`src/rtl/stepper_pkg.sv`:
```
// rtl/stepper_pkg.sv - shared types and constants for the stepper move sequencer
package stepper_pkg;

  typedef enum logic [1:0] {
    IDLE = 2'd0,
    RUN  = 2'd1
  } state_t;

  // Full-step coil drive {jb1, jb2, jb3, jb4} indexed by phase 0..3
  localparam logic [3:0][3:0] COIL_TABLE = {4'b1001, 4'b0011, 4'b0110, 4'b1100};

  localparam int DEFAULT_CLK_DIV = 160000;

endpackage

```
`src/rtl/step_tick_gen.sv`:
```
// rtl/step_tick_gen.sv - modulo-DIV clock-enable counter emitting a one-cycle tick
module step_tick_gen #(
  parameter int DIV = 4
) (
  input  logic clk,
  input  logic reset,
  input  logic en,
  input  logic clr,
  output logic tick
);

  localparam int CW = (DIV <= 2) ? 1 : $clog2(DIV);
  localparam logic [CW-1:0] LAST = CW'(DIV - 1);

  logic [CW-1:0] cnt;

  // Tick is only meaningful while counting; it marks the last count of the period
  assign tick = en && (cnt == LAST);

  // Counter: clear wins over enable, wrap to 0 after the last count
  always_ff @(posedge clk) begin
    if (reset || clr) begin
      cnt <= '0;
    end else if (en) begin
      if (cnt == LAST) begin
        cnt <= '0;
      end else begin
        cnt <= cnt + CW'(1);
      end
    end
  end

endmodule

```
`src/rtl/stepper_move_sequencer.sv`:
```
// rtl/stepper_move_sequencer.sv - paced N-step moves with 4-phase full-step coil drive
module stepper_move_sequencer
  import stepper_pkg::*;
#(
  parameter int CLK_DIV = DEFAULT_CLK_DIV,
  parameter int STEP_W  = 16,
  parameter int POS_W   = 16,
  parameter int HOLD    = 0
) (
  input  logic              clk,
  input  logic              reset,
  input  logic              cmd_valid,
  output logic              cmd_ready,
  input  logic              cmd_dir,
  input  logic [STEP_W-1:0] cmd_steps,
  input  logic              abort,
  output logic              busy,
  output logic              done,
  output logic [POS_W-1:0]  position,
  output logic [3:0]        coils
);

  state_t              state, state_n;
  logic [STEP_W-1:0]   remaining, remaining_n;
  logic                dir_q, dir_n;
  logic [1:0]          phase, phase_n;
  logic                done_n;
  logic                step;
  logic                tick;
  logic                tick_clr;
  logic                accept;

  // Ready only in IDLE; abort and reset both block acceptance combinationally
  assign cmd_ready = (state == IDLE) && !abort && !reset;
  assign accept    = cmd_valid && cmd_ready;
  assign phase_n   = dir_q ? (phase + 2'd1) : (phase - 2'd1);

  step_tick_gen #(
    .DIV (CLK_DIV)
  ) u_tick (
    .clk   (clk),
    .reset (reset),
    .en    (state == RUN),
    .clr   (tick_clr),
    .tick  (tick)
  );

  // Next-state: acceptance, stepping, completion and abort (abort beats a coincident tick)
  always_comb begin
    state_n     = state;
    remaining_n = remaining;
    dir_n       = dir_q;
    done_n      = 1'b0;
    step        = 1'b0;
    tick_clr    = 1'b0;
    case (state)
      IDLE: begin
        if (accept) begin
          dir_n       = cmd_dir;
          remaining_n = cmd_steps;
          tick_clr    = 1'b1;
          if (cmd_steps != '0) begin
            state_n = RUN;
          end else begin
            done_n = 1'b1;
          end
        end
      end
      RUN: begin
        if (abort) begin
          state_n     = IDLE;
          remaining_n = '0;
          done_n      = 1'b1;
          tick_clr    = 1'b1;
        end else if (tick) begin
          step        = 1'b1;
          remaining_n = remaining - STEP_W'(1);
          if (remaining == STEP_W'(1)) begin
            state_n = IDLE;
            done_n  = 1'b1;
          end
        end
      end
      default: begin
        state_n = IDLE;
      end
    endcase
  end

  // State register plus move bookkeeping and registered status outputs
  always_ff @(posedge clk) begin
    if (reset) begin
      state     <= IDLE;
      remaining <= '0;
      dir_q     <= 1'b0;
      done      <= 1'b0;
      busy      <= 1'b0;
    end else begin
      state     <= state_n;
      remaining <= remaining_n;
      dir_q     <= dir_n;
      done      <= done_n;
      busy      <= (state_n == RUN);
    end
  end

  // Phase, position and coil drive; phase survives idle so moves resume continuously
  always_ff @(posedge clk) begin
    if (reset) begin
      phase    <= 2'd0;
      position <= '0;
      coils    <= 4'b0000;
    end else if (step) begin
      phase    <= phase_n;
      position <= dir_q ? (position + POS_W'(1)) : (position - POS_W'(1));
      coils    <= COIL_TABLE[phase_n];
    end else if ((state == IDLE) && (HOLD == 0)) begin
      coils    <= 4'b0000;
    end
  end

endmodule

```
`config.mk`:
```
export PLATFORM = sky130hd
export DESIGN_NAME = stepper_move_sequencer
export DESIGN_NICKNAME = d
export VERILOG_FILES = /design/src/rtl/stepper_pkg.sv /design/src/rtl/step_tick_gen.sv /design/src/rtl/stepper_move_sequencer.sv
export SDC_FILE = /design/constraint.sdc
export NUM_CORES = 1
export LEC_CHECK = 0
export ABC_AREA = 1
export CELL_PAD_IN_SITES_DETAIL_PLACEMENT = 1
export CELL_PAD_IN_SITES_GLOBAL_PLACEMENT = 2
export CORE_MARGIN = 4
export CORE_UTILIZATION = 34
export DETAILED_ROUTE_END_ITERATION = 7
export PLACE_DENSITY = 0.83
export SYNTH_ARGS = -nofsm -noshare
export SYNTH_HDL_FRONTEND = slang
export SYNTH_SLANG_ARGS = --single-unit
```
`constraint.sdc`:
```
create_clock -name clk -period 3 [get_ports clk]
set_clock_uncertainty 0.05 [all_clocks]
set_input_delay 0.6 -clock clk [delete_from_list [all_inputs] [get_ports clk]]
set_output_delay 0.6 -clock clk [all_outputs]
set_load 0.1 [all_outputs]
```
==> results.toml <==
[run_status]
status = "finished clean"

[drt]
initialDrtViolationCount = 235
via_per_inst = 5.09
first_pass_iters = 4
ant_nets = 0
num_vias = 4044
drc = 0
routedWlPerCell_um = 15.4
drt-total-wl_um = 12300

[synthesis]
synth.distinct_cells = 49
yosysSeqAreaShare_pct = 30.3
yosys-top-cells-count = "138 x nand2_1, 83 x nor2_1, 61 x dfxtp_1, 57 x inv_1, 44 x a21oi_1"
synth_area_leaders = "dfxtp_1 30%, nand2_1 13%, nor2_1 7.7%"
mappedNetlistNets = 640
ys_warn_count = 0
synth-seq-cells = 61
netlist_area_um2 = 4040
ys.flop_type = "dfxtp_1"
syn_avg_cell_area_um2 = 6.72
synth_edf_count = 0
yosysMostFrequentCell = "nand2_1"
syn_inst = 601
synth_top_area_share_pct = 30.3
synth-async-reset-ratio_pct = 0
post-synth-top-area-cell = "dfxtp_1"

[critical_path]
worst_path_most_repeated_cell = "nand2_1"
crit_family = "compound AO/OA/AOI/OAI gates"
rr_worst_depth = 10
critPathLaunchType = "flip-flop"
critPathMaxFanout = 16
end_kind = "flip-flop"
critical_path_buf_inv_count = 2
cp_cell_sequence = "inv_1, ha_1, a21oi_1, o21ai_0, a21oi_1, nand2_1, nand2_1, nand3_1, nand2_1, inv_1"
cp.arrival_ns = 2.57
slowest_delay_ns = 0.45
worstSetupPathType = "reg -> reg"
cp.required_ns = 3.17
slowest_stage = "inv_1"
path_depth = 10

[finish]
area_growth_pct = 19.2
fin_util_pct = 41.8
diodes = 0
finalNetCount = 685
layout-drive-gt1-share_pct = 12.3

[power]
power.density_nw_per_um2 = 425
p_leak_nw = 2.24
pwr-share-seq_pct = 40.8
switchingPower_mw = 0.528
power_mw = 2.04
sw_frac_of_total_pct = 25.9
combPwrFrac_pct = 11.8
ir_worst_vdd_uv = 188
p_int_mw = 1.51
pwr-share-clk_pct = 47.4

[global_routing]
antenna_found_initial = 0
grt_use_met2_pct = 32.2
grt_pass1_wl_um = 20600
grt_max_degree = 31
use_met1_pct = 24.8
grt_pass1_vias = 4195
grt_busiest_layer = "met2"
track_usage_pct = 19.0
grt_remaining_overflow = 0
grtUsageMet3_pct = 3.86

[cts]
cts_setup_buffers = 0
cts_sinks = 61
cts_buffers = 9
root_buffer = "clkbuf_16"
htree_levels = 3
post_cts_resized = 0
clk_pin_slew_ns = 0.05
cts_hold_buf = 0
cts_max_path_buffers = 2
clk_latency_ns = 0.32
cts_tree = "yes"

[floorplanning]
die-area_um2 = 13700
die_x_um = 117
fp.dieH_um = 117
ios = 44
num_rows = 39
start_util_pct = 35.0
coreArea_um2 = 11500

[timing]
hold_viol = 0
fin_tns_setup_ns = 0
fmax_ghz = 0.418
worst_slew_pin_slew_ns = 0.637
period_minus_slack_ns = 2.39
rsz0062_at_grt = "false"
finalMaxSlewViolations = 0
fin_crit_sh_pct = 79.8
relSlewSlack_pct = 57.4
setup_ws_ns = 0.607
setup_viol = 0

[placed_design]
numPortBuffers = 43
hpwl_um = 9410
preCtsSetupSlack_ns = 0.470
globalplace.congestion = 0.849

[worst_hold_path]
holdPathStages = 2
min-delay-path-class = "reg -> reg"

[flow_run]
maxCapViolations = 0
-- routing by layer --
layer  share of wire (%)  wire length, um  vias to the layer above
met5                   0                0                        -
met4                 1.1              131                        0
met3                 4.1              498                       14
met2                  47             5750                       55
met1                  48             5870                     1914
li1                    -                -                     2061
-- sequential cells by signal (all words and copies together), names as in the netlist --
signal and flops:
u_tick.cnt 18, coils 4, busy 1, done 1
dir_q 1, phase 2, state 2, remaining 16
position 16
-- cell usage in the layout, fill, tap and decap left out, types with 2 or more instances in the layout --
master,n
nand2_1,138
nand2_2,3
clkdlybuf4s50_1,20
clkbuf_1,4
dfxtp_1,61
nand3_1,36
nand3_2,2
nor2_1,83
a21oi_2,7
xor2_1,6
inv_1,57
clkbuf_16,9
clkbuf_8,2
buf_4,27
a21oi_1,44
inv_2,8
nor3b_1,2
nor2_2,3
nand4_1,12
o21ai_0,24
o21bai_1,3
nor3_1,11
o22ai_1,2
ha_1,17
or2_2,2
o21a_1,6
o21ai_1,18
nor2_4,4
nor3_4,3
nand3b_1,2
xnor2_1,13
nor4_1,2
a31oi_1,2
clkinv_2,2
-- layout make-up --
type	count	area (um^2)
repair buffers	48	423
inverters	67	258
fillers	1514	6710
flip-flops and latches	61	1220
well taps	143	179
clock buffers	15	268
multi-input cells	459	2460
clock inverters	1	5.00
-- power by group through the flow --
stage / Sequential, mW / Combinational, mW / Clock [mW]
2_1_floorplan: 0.849 / 0.161 / 0
3_3_place_gp: 0.850 / 0.237 / 0
3_5_place_dp: 0.850 / 0.242 / 0
4_1_cts: 0.833 / 0.244 / 0.999
5_1_grt: 0.834 / 0.276 / 1.03
6_report: 0.833 / 0.242 / 0.968
-- worst min-delay path, cell delays in order, from the launching register on --
cell     delay (ns)
dfxtp_1        0.31
nand2_1        0.06
a21oi_1        0.05
-- logic make-up (layout without fill, tap and decap cells) --
logic type	Yosys count	in the layout	synth area share, %
buf+inv	81	131	8.87
flops	61	61	30.3
simple gates	311	311	35.6
fa+ha+maj	18	18	5.77
other cells	1	1	0.0929
compound gates	110	110	15.3
xor+xnor	19	19	4.12
-- through the flow --
| step | hold WS [ns] | area (um^2) | instances |
|---|---|---|---|
| 2_1_floorplan | 0.412 | 4040 | 601 |
| 3_3_place_gp | 0.421 | 4540 | 778 |
| 3_5_place_dp | 0.408 | 4540 | 778 |
| 4_1_cts | 0.428 | 4810 | 794 |
| 5_1_grt | 0.452 | 4810 | 794 |
| 6_report | 0.424 | 4810 | 794 |
-- final timing paths --
kind / slack, ns / to / startpoint
max reg2reg: 0.61 / position[14]$_SDFFE_PP0P_ / dir_q$_SDFFE_PP0N_
min: 0.42 / coils[2]$_SDFFE_PP0P_ / coils[2]$_SDFFE_PP0P_
max: 0.61 / position[14]$_SDFFE_PP0P_ / dir_q$_SDFFE_PP0N_
min reg2reg: 0.42 / coils[2]$_SDFFE_PP0P_ / coils[2]$_SDFFE_PP0P_
No activity file was read; power rests on OpenSTA's default activity.
